### src/rtl/alu_ctrl_pkg.sv
// Shared definitions for the ALU arbiter: opcodes, controller states and flag positions.
package alu_ctrl_pkg;

    localparam logic [2:0] OP_ADD  = 3'b000;
    localparam logic [2:0] OP_SUB  = 3'b001;
    localparam logic [2:0] OP_AND  = 3'b010;
    localparam logic [2:0] OP_ORR  = 3'b011;
    localparam logic [2:0] OP_FADD = 3'b100;

    typedef enum logic [1:0] {
        ST_IDLE = 2'b00,
        ST_EXEC = 2'b01,
        ST_WAIT = 2'b10,
        ST_RESP = 2'b11
    } state_t;

    // Bit positions inside the {N,Z,C,V} flag nibble
    localparam int N = 3;
    localparam int Z = 2;
    localparam int C = 1;
    localparam int V = 0;

    function automatic logic is_short_op(input logic [2:0] op);
        return (op <= OP_ORR);
    endfunction

    // Unsupported opcodes report a zero result, so only Z is set
    function automatic logic [3:0] illegal_flags();
        logic [3:0] f;
        f    = 4'b0000;
        f[Z] = 1'b1;
        return f;
    endfunction

endpackage

### src/rtl/alu_arbiter_rr_arb2.sv
// Two-requester round-robin grant: on a tie the requester that was not served last wins.
module rr_arb2 (
    input  logic [1:0] valid,
    input  logic       last_grant,
    output logic [1:0] grant
);

    // One-hot grant decode
    always_comb begin
        grant = 2'b00;
        case (valid)
            2'b01:   grant = 2'b01;
            2'b10:   grant = 2'b10;
            2'b11:   grant = last_grant ? 2'b01 : 2'b10;
            default: grant = 2'b00;
        endcase
    end

endmodule

### src/rtl/alu_arbiter.sv
// Shares one ALU between two requesters; long-path FADD results get FP_WAIT settle cycles.
module alu_arbiter
    import alu_ctrl_pkg::*;
#(
    parameter int unsigned FP_WAIT = 2
) (
    input  logic        clk,
    input  logic        reset,
    input  logic [1:0]  req_valid,
    output logic [1:0]  req_ready,
    input  logic [31:0] req0_a,
    input  logic [31:0] req0_b,
    input  logic [31:0] req1_a,
    input  logic [31:0] req1_b,
    input  logic [2:0]  req0_op,
    input  logic [2:0]  req1_op,
    output logic [1:0]  rsp_valid,
    input  logic [1:0]  rsp_ready,
    output logic [31:0] rsp_result,
    output logic [3:0]  rsp_flags,
    output logic [31:0] alu_a,
    output logic [31:0] alu_b,
    output logic [2:0]  alu_ctrl,
    input  logic [31:0] alu_result,
    input  logic [3:0]  alu_flags,
    output logic        busy
);

    state_t      state_q, state_d;
    logic        last_grant_q, last_grant_d;
    logic        gnt_q, gnt_d;
    logic [3:0]  cnt_q, cnt_d;
    logic [31:0] alu_a_q, alu_a_d;
    logic [31:0] alu_b_q, alu_b_d;
    logic [2:0]  alu_ctrl_q, alu_ctrl_d;
    logic [31:0] rsp_result_q, rsp_result_d;
    logic [3:0]  rsp_flags_q, rsp_flags_d;
    logic [1:0]  rsp_valid_q, rsp_valid_d;

    logic [1:0]  grant_s;
    logic [1:0]  req_ready_s;
    logic        hs_req_s;
    logic        hs_rsp_s;
    logic [1:0]  gnt_mask_s;

    rr_arb2 u_arb (
        .valid      (req_valid),
        .last_grant (last_grant_q),
        .grant      (grant_s)
    );

    // Ready is offered only in IDLE, only to the winner, and never while in reset
    always_comb begin
        if (state_q == ST_IDLE && reset) begin
            req_ready_s = grant_s;
        end else begin
            req_ready_s = 2'b00;
        end
    end

    assign hs_req_s   = |(req_valid & req_ready_s);
    assign hs_rsp_s   = rsp_valid_q[gnt_q] & rsp_ready[gnt_q];
    assign gnt_mask_s = gnt_q ? 2'b10 : 2'b01;

    // Controller next state and datapath capture
    always_comb begin
        state_d      = state_q;
        last_grant_d = last_grant_q;
        gnt_d        = gnt_q;
        cnt_d        = cnt_q;
        alu_a_d      = alu_a_q;
        alu_b_d      = alu_b_q;
        alu_ctrl_d   = alu_ctrl_q;
        rsp_result_d = rsp_result_q;
        rsp_flags_d  = rsp_flags_q;
        rsp_valid_d  = rsp_valid_q;
        case (state_q)
            ST_IDLE: begin
                if (hs_req_s) begin
                    gnt_d      = grant_s[1];
                    alu_a_d    = grant_s[1] ? req1_a  : req0_a;
                    alu_b_d    = grant_s[1] ? req1_b  : req0_b;
                    alu_ctrl_d = grant_s[1] ? req1_op : req0_op;
                    state_d    = ST_EXEC;
                end else begin
                    state_d = ST_IDLE;
                end
            end
            ST_EXEC: begin
                if (alu_ctrl_q == OP_FADD) begin
                    cnt_d   = 4'(FP_WAIT - 1);
                    state_d = ST_WAIT;
                end else if (is_short_op(alu_ctrl_q)) begin
                    rsp_result_d = alu_result;
                    rsp_flags_d  = alu_flags;
                    rsp_valid_d  = gnt_mask_s;
                    state_d      = ST_RESP;
                end else begin
                    rsp_result_d = 32'h0000_0000;
                    rsp_flags_d  = illegal_flags();
                    rsp_valid_d  = gnt_mask_s;
                    state_d      = ST_RESP;
                end
            end
            ST_WAIT: begin
                if (cnt_q == 4'd0) begin
                    rsp_result_d = alu_result;
                    rsp_flags_d  = alu_flags;
                    rsp_valid_d  = gnt_mask_s;
                    state_d      = ST_RESP;
                end else begin
                    cnt_d = cnt_q - 4'd1;
                end
            end
            ST_RESP: begin
                if (hs_rsp_s) begin
                    last_grant_d = gnt_q;
                    rsp_valid_d  = 2'b00;
                    state_d      = ST_IDLE;
                end else begin
                    state_d = ST_RESP;
                end
            end
            default: begin
                rsp_valid_d = 2'b00;
                state_d     = ST_IDLE;
            end
        endcase
    end

    // State and datapath registers
    always_ff @(posedge clk or negedge reset) begin
        if (!reset) begin
            state_q      <= ST_IDLE;
            last_grant_q <= 1'b1;
            gnt_q        <= 1'b0;
            cnt_q        <= 4'd0;
            alu_a_q      <= 32'h0000_0000;
            alu_b_q      <= 32'h0000_0000;
            alu_ctrl_q   <= 3'b000;
            rsp_result_q <= 32'h0000_0000;
            rsp_flags_q  <= 4'b0000;
            rsp_valid_q  <= 2'b00;
        end else begin
            state_q      <= state_d;
            last_grant_q <= last_grant_d;
            gnt_q        <= gnt_d;
            cnt_q        <= cnt_d;
            alu_a_q      <= alu_a_d;
            alu_b_q      <= alu_b_d;
            alu_ctrl_q   <= alu_ctrl_d;
            rsp_result_q <= rsp_result_d;
            rsp_flags_q  <= rsp_flags_d;
            rsp_valid_q  <= rsp_valid_d;
        end
    end

    assign req_ready  = req_ready_s;
    assign rsp_valid  = rsp_valid_q;
    assign rsp_result = rsp_result_q;
    assign rsp_flags  = rsp_flags_q;
    assign alu_a      = alu_a_q;
    assign alu_b      = alu_b_q;
    assign alu_ctrl   = alu_ctrl_q;
    assign busy       = (state_q != ST_IDLE);

endmodule
### config.mk
export PLATFORM = sky130hd
export DESIGN_NAME = alu_arbiter
export DESIGN_NICKNAME = d
export VERILOG_FILES = /design/src/rtl/alu_ctrl_pkg.sv /design/src/rtl/alu_arbiter_rr_arb2.sv /design/src/rtl/alu_arbiter.sv
export SDC_FILE = /design/constraint.sdc
export NUM_CORES = 1
export LEC_CHECK = 0
export ABC_AREA = 1
export CAP_MARGIN = 20
export CORE_MARGIN = 2
export CORE_UTILIZATION = 40
export DETAILED_ROUTE_END_ITERATION = 10
export PLACE_DENSITY = 0.93
export SETUP_SLACK_MARGIN = 0.02
export SLEW_MARGIN = 5
export SYNTH_ARGS = -nofsm -noshare
export SYNTH_HDL_FRONTEND = slang
export SYNTH_SLANG_ARGS = --single-unit
export TNS_END_PERCENT = 50
### constraint.sdc
create_clock -name clk -period 1.5 [get_ports clk]
set_input_delay 0.15 -clock clk [delete_from_list [all_inputs] [get_ports clk]]
set_output_delay 0.15 -clock clk [all_outputs]
set_load 0.005 [all_outputs]
==> results of run 1 <==
[power breakdown]
group	total [mW]	switching [mW]	internal, mW	leakage [nW]
registers	5.33	0.838	4.49	1.40
clock network	3.97	1.45	2.53	0.285
logic	7.24	3.21	4.03	3.16
total	16.5	5.49	11.0	4.84
[logic make-up (layout without fill, tap and decap cells)]
group,count (synthesis),after routing,synth area share
fa+ha+maj,1,1,0.00233
simple gates,354,354,0.263
flops,113,113,0.527
buf+inv,119,438,0.100
xor+xnor,1,1,0.00163
compound gates,78,78,0.106
[sequential cells by signal, indices dropped and copies added (netlist names)]
| name | cells |
|---|---|
| alu_ctrl | 3 |
| cnt_q | 4 |
| alu_b | 32 |
| rsp_flags | 4 |
| state_q | 2 |
| gnt_q | 1 |
| alu_a | 32 |
| rsp_valid | 2 |
| rsp_result | 32 |
| last_grant_q | 1 |
[what timing repair did]
action	4_1_cts	5_1_grt
hold endpoints to repair	112	0
setup endpoints to repair	51	123
setup buffers	6	1
hold buffers	1	0
cloned	2	6
pin swaps	3	5
gates resized for setup	23	31
[cell usage after synthesis]
master / number
a21boi_0: 1
a21boi_1: 1
buf_2: 22
buf_4: 10
buf_6: 3
clkbuf_1: 3
dfrtp_1: 112
dfstp_2: 1
ha_1: 1
inv_1: 77
inv_2: 3
inv_4: 1
nand2_1: 294
nand2_4: 1
nand3_1: 44
nand3_2: 1
nor2_1: 12
nor2_4: 2
o211ai_1: 67
o21ai_0: 6
o21ai_1: 1
o21bai_1: 2
xor2_1: 1
[metal layers]
metal	wire length, um	vias to the layer above
met3	1660	43
li1	-	2716
met1	7290	2740
met4	554	0
met5	0	-
met2	10000	319
[metrics by stage]
stage / worst slack [ns] / cell area (um2)
final: -0.0559 / 9510
after global routing: -0.159 / 9510
after CTS: -0.0889 / 9270
after detailed placement: -0.245 / 8530
after global placement: -0.190 / 8530
after floorplan: 0.156 / 5370
[path summary, 6_finish.rpt]
| kind | start | cells after the start | endpoint |
|---|---|---|---|
| setup / recovery | state_q[0] | 7 | req_ready[0] |
| hold / removal | reset | 6 | gnt_q |
| setup reg to reg | state_q[0] | 9 | alu_b[9] |
| hold reg to reg | alu_a[26] | 2 | alu_a[26] |
| max in group asynchronous | reset | 3 | alu_ctrl[2] |
| min in group asynchronous | reset | 3 | rsp_result[26] |
[cell usage in the layout (no fill, tap or decap), types with 5 or more instances in the layout]
cell	count
nor2_1	10
nand3_1	43
nand2_1	288
o21ai_0	5
inv_2	5
inv_1	75
buf_12	11
dlymetal6s2s_1	14
o211ai_1	67
dfrtp_1	111
clkdlybuf4s50_1	265
buf_4	21
clkbuf_16	21
[worst max-delay path, stage by stage, from the launching register on]
cell and delay (ns):
dfrtp_1 0.39, inv_2 0.09, nand3_4 0.09, nor2_4 0.11
buf_6 0.11, inv_2 0.03, nor2_2 0.07, buf_2 0.12
[area by class of cell]
type	count	area, um2	share of cell area
Timing Repair Buffer	325	3460	0.364
Sequential cell	113	2830	0.298
Multi-Input combinational cell	434	2100	0.220
Clock buffer	19	453	0.0477
Inverter	81	312	0.0328
Tap cell	176	220	0.0232
Clock inverter	13	138	0.0145
==> summary.md, run 1 <==
| Metric | Value |
|---|---|
| Status | complete, but fails checks |
| Violated checks | setup timing |
| Placement Rows | 42 |
| Via-to-Cell Ratio | between 5 and 6 |
| Startpoint types | flop |
| TNS Setup | -0.612 ns |
| Met3 Use GR | 0.0856 |
| CTS tree | yes |
| Number of antenna cells inserted | 0 |
| # DRC | 0 |
| Die width | approximately 120 um |
| Power Dens Cells | 1740 nW/um2 |
| Via count | ~5800 |
| TritonCTS Buffers | 17 |
| GR Util met1 | 0.274 |
| Setup repair after global routing missed its margin | true |
| Nets@finish | approximately 1100 |
| Busiest grt layer | met2 |
| # IOs | roughly 280 |
| Mapped cell area | roughly 5400 um2 |
| Slew Viols, Final | 0 |
| Starting Density | 0.407 |
| DRT iter0 DRCs | 377 |
| Final number of setup-violating endpoints | 12 |
| Leak pwr | just under 5 nW |
| Routed Antenna Nets | 0 |
| Die area | 14400 um2 |
| Slew headroom | 0.586 |
| Worst hold-check path type | primary input to flop |
| Synth Instances | around 670 |
| Total Power | between 15 and 20 mW |
| Clk_lat worst skew | 0.40 ns |
| Synth-to-Final Area Change | 77.1% |
| Fmax | roughly 640 MHz |
| GRT Overall Usage | 0.252 |
| Final period util | 1.04 |
| Met2 usage | 0.442 |
| DP Cell Count | 1113 |
| Number of hold violations in the final report | 0 |
| Congestion Overflow GR | 0 |
| Top-area cell type share of the netlist area | 0.522 |
| WL final | ~20000 um |
| CTS root buf | clkbuf_16 |
| Kind of end point of the critical path | primary output |
| Total clock sinks | between 100 and 150 |
| Syn Area/Cell | just over 8 um2 |
| Cell Count, Final, Fillers Out | approximately 1200 |
| FF-to-FF setup slack | -0.05 ns |
| Vias in the first global route | just under 6000 |
| Share of layout cells above drive strength 1 | 0.104 |
| Die Ht | ~120 um |
| Synth Register Bits | ~110 |
| First-pass DRT Iterations | 8 |
| Synth top area cells | dfrtp_1, nand2_1, o211ai_1 |
| Clk pin slew, worst setup/hold paths | ~0.05 ns |
| Max_cap viols | 0 |
| Required @ worst endpoint | roughly 1.4 ns |
| Final setup margin | -0.0559 ns |
| Worst slew pin tran | between 0.6 and 0.7 ns |
| Global-route wire length before repair | ~28000 um |
| Gpl congestion | a little over 0.8 |
| Final core occ | 0.721 |
| Hpwl dp | 12400 um |
| Clk_skew | ~0.0086 ns |
| Tmin final | about 1.6 ns |
| DR WL/cell | approximately 17 um |
| Crit Path Max Fanout | 2 |
| Post-synth cell types | 23 |
| Yosys Warn Count | 0 |
| Largest net degree at the start of global routing | between 100 and 150 |
| CP arrival | between 1 and 1.5 ns |
| Worst Setup Path Type | flop to primary output |
| H-tree Lvls | 4 |
| Clock Path Buffers | 2 |
| Max VDD drop | around 0.9 mV |
| # fillers | 937 |
| Syn Nets | 843 |
| Initial antenna violation count | 0 |
| IO buf count | 283 |
| Core ar. | between 10000 and 15000 um2 |
| Hold WS | 0.283 ns |
| Sequential area share after synthesis | 0.527 |
| Post-synth top area cell | dfrtp_1 |
No activity file was read; power rests on OpenSTA's default activity.
==> run 2: changes to the inputs <==
CORE_MARGIN = default   (was 2)
SETUP_SLACK_MARGIN = 0.05   (was 0.02)
==> summary.md, run 2 (synthesis results as in run 1) <==
| Metric | Value |
|---|---|
| Multi-input gate area | 2350 um2 (was 2100 um2) |
| Via count | 6096 (was 5818) |
| Status | complete, but fails checks (unchanged) |
| FF-to-FF setup slack | -0.19 ns (was -0.05 ns) |
| IO buf count | 283 (unchanged) |
| Core ar. | 12900 um2 (was 13200 um2) |
| Kind of end point of the critical path | flop (was primary output) |
| Nets@finish | 1181 (was 1149) |
| Startpoint types | flop (unchanged) |
| Initial antenna violation count | 0 (unchanged) |
| Reg-to-Reg Start | state_q[1] (was state_q[0]) |
| CTS root buf | clkbuf_16 (unchanged) |
| Clk pin slew, worst setup/hold paths | 0.06 ns (was 0.05 ns) |
| Largest net degree at the start of global routing | 114 (unchanged) |
| Delay-heaviest family, CP | simple AND/OR/NAND/NOR gates (was flip-flops) |
| Clk_lat worst skew | 0.41 ns (was 0.40 ns) |
| Crit path cell chain | inv_2 -> buf_4 -> buf_6 -> nor2_4 -> nand3_2 -> nand2_4 -> buf_6 -> clkbuf_16 -> nand3_2 -> nand2_1 (was inv_2 -> nand3_4 -> nor2_4 -> buf_6 -> inv_2 -> nor2_2 -> buf_2) |
| # IOs | 284 (unchanged) |
| WL final | 22800 um (was 19500 um) |
| Congestion Overflow GR | 0 (unchanged) |
| FF-to-FF End | rsp_result[8] (was alu_b[9]) |
| Hold Path Origin | alu_result[5] (was reset) |
| DRT iter0 DRCs | 421 (was 377) |
| Worst Setup Path Type | flop to flop (was flop to primary output) |
| Gpl congestion | 0.816 (was 0.825) |
| Starting Density | 0.417 (was 0.407) |
| GRT Overall Usage | 0.265 (was 0.252) |
| Final number of setup-violating endpoints | 60 (was 12) |
| Placement Rows | 41 (was 42) |
| Final period util | 1.13 (was 1.04) |
| # fillers | 716 (was 937) |
| Worst path max stage delay | 0.37 ns (was 0.39 ns) |
| Power Dens Cells | 1750 nW/um2 (was 1740 nW/um2) |
| Max VDD drop | 0.849 mV (was 0.883 mV) |
| Global-route wire length before repair | 28500 um (was 28200 um) |
| Max_cap viols | 0 (unchanged) |
| Setup WS pre-CTS | -0.229 ns (was -0.245 ns) |
| CP arrival | 2.03 ns (was 1.41 ns) |
| Crit path from | state_q[1] (was state_q[0]) |
| Clk_skew | 0.00741 ns (was 0.00860 ns) |
| Via-to-Cell Ratio | 5.13 (was 5.01) |
| Die Ht | 118 um (was 120 um) |
| Total Power | 18.1 mW (was 16.5 mW) |
| H-tree Lvls | 4 (unchanged) |
| CTS tree | yes (unchanged) |
| Clock Path Buffers | 2 (unchanged) |
| Crit Path Max Fanout | 7 (was 2) |
| Routed Antenna Nets | 0 (unchanged) |
| Slew Viols, Final | 0 (unchanged) |
| Leading cell type in the layout, fill and taps excluded | nand2_1 (unchanged) |
| Critical path depth | 10 (was 7) |
| Share of layout cells above drive strength 1 | 0.182 (was 0.104) |
| Number of antenna cells inserted | 0 (unchanged) |
| First-pass DRT Iterations | 6 (was 8) |
| CP bufs+invs | 5 (was 4) |
| CP max-delay cell | dfrtp_1 (unchanged) |
| Setup repair after global routing missed its margin | true (unchanged) |
| Leak pwr | 5.72 nW (was 4.84 nW) |
| Total clock sinks | 113 (unchanged) |
| DR WL/cell | 19.2 um (was 16.8 um) |
| # DRC | 0 (unchanged) |
| Required @ worst endpoint | 1.84 ns (was 1.35 ns) |
| Violated checks | setup timing (unchanged) |
| Worst Reg-to-Reg Cells | 10 (was 9) |
| Die width | 118 um (was 120 um) |
| Hpwl dp | 12300 um (was 12400 um) |
| Vias in the first global route | 5570 (was 5768) |
| Hold WS | 0.314 ns (was 0.283 ns) |
| Number of hold violations in the final report | 0 (unchanged) |
| Worst slew pin tran | 0.599 ns (was 0.621 ns) |
| Synth-to-Final Area Change | 92.8% (was 77.1%) |
| Worst hold-check path type | primary input to flop (unchanged) |
| Commonest cells after routing, fill and taps aside | nand2_1, clkdlybuf4s50_1, dfrtp_1, inv_1, o211ai_1 (unchanged) |
| Die area | 13900 um2 (was 14400 um2) |
| Final setup margin | -0.192 ns (was -0.0559 ns) |
| TritonCTS Buffers | 17 (unchanged) |
| Crit path to | rsp_result[8] (was req_ready[0]) |
| Fmax | 591 MHz (was 643 MHz) |
| Slew headroom | 0.600 (was 0.586) |
| Tmin final | 1.69 ns (was 1.56 ns) |
| Register area | 2830 um2 (unchanged) |
run 2: changes by cell type in the layout (fill, tap and decap cells not counted), moves of 9 or more:
cell             before  now
dlygate4sd2_1         0   23
nand3_1              43   10
nand2_4               3   12
nand2_2               4   19
dlymetal6s2s_1       14   56
buf_6                 3   17
clkdlybuf4s50_1     265  200
nand3_2               1   31
nand2_1             288  264
run 2: final cells by class:
class                   instances  share of cell area
repair buffers                354               0.382
flip-flops and latches        113               0.273
multi-input cells             434               0.227
clock buffers                  20              0.0451
inverters                      81              0.0308
well taps                     172              0.0208
clock inverters                11              0.0178
repair inverters                3             0.00326
run 2: worst min-delay path by stage:
stage | depth (start not counted) | end | slack, ns
finish | 3 | rsp_result[5] | 0.31
CTS | 3 | rsp_result[3] | 0.29
detailed placement | 2 | alu_b[10] | 0.34
global placement | 2 | alu_b[9] | 0.33
global route | 3 | rsp_result[5] | 0.31
floorplan | 0 | alu_a[0] | -0.15
run 2: routing by layer:
| layer | vias up | track usage | wire, um |
|---|---|---|---|
| li1 | 2794 | - | - |
| met1 | 2849 | 0.296 | 8250 |
| met2 | 362 | 0.457 | 11500 |
| met3 | 91 | 0.0867 | 1990 |
| met4 | 0 | 0.118 | 1020 |
| met5 | - | 0 | 0 |
run 2: worst reg2reg max path, stage by stage, from the launching register on:
cell,delay (ns)
dfrtp_1,0.37
inv_2,0.06
buf_4,0.14
buf_6,0.12
nor2_4,0.18
nand3_2,0.12
nand2_4,0.17
buf_6,0.14
clkbuf_16,0.14
nand3_2,0.06
nand2_1,0.11
run 2: repair_timing:
action | 4_1_cts | 5_1_grt
hold endpoints to repair | 112 | 0
gates cloned | 2 | 18
pin swaps | 22 | 47
hold buffers | 1 | 0
gates resized for setup | 54 | 150
buffers inserted | 11 | 17
endpoints found under the setup margin | 31 | 158
run 2: through the flow:
| stage | utilization | TNS, ns | std cells | cell area, um2 |
|---|---|---|---|---|
| after floorplan | - | 0 | 666 | 5370 |
| after global placement | 0.664 | -5.07 | 1110 | 8550 |
| after detailed placement | 0.664 | -8.26 | 1110 | 8550 |
| after CTS | 0.727 | -0.353 | 1154 | 9360 |
| after global routing | 0.804 | -11.82 | 1188 | 10300 |
| final | 0.804 | -6.68 | 1188 | 10300 |
run 2: power by group:
part	leakage (nW)	switching (mW)	total, mW	internal [mW]
Combinational	3.99	3.85	8.13	4.28
Clock	0.325	1.46	4.51	3.06
Sequential	1.40	0.950	5.44	4.49
Total	5.72	6.26	18.1	11.8
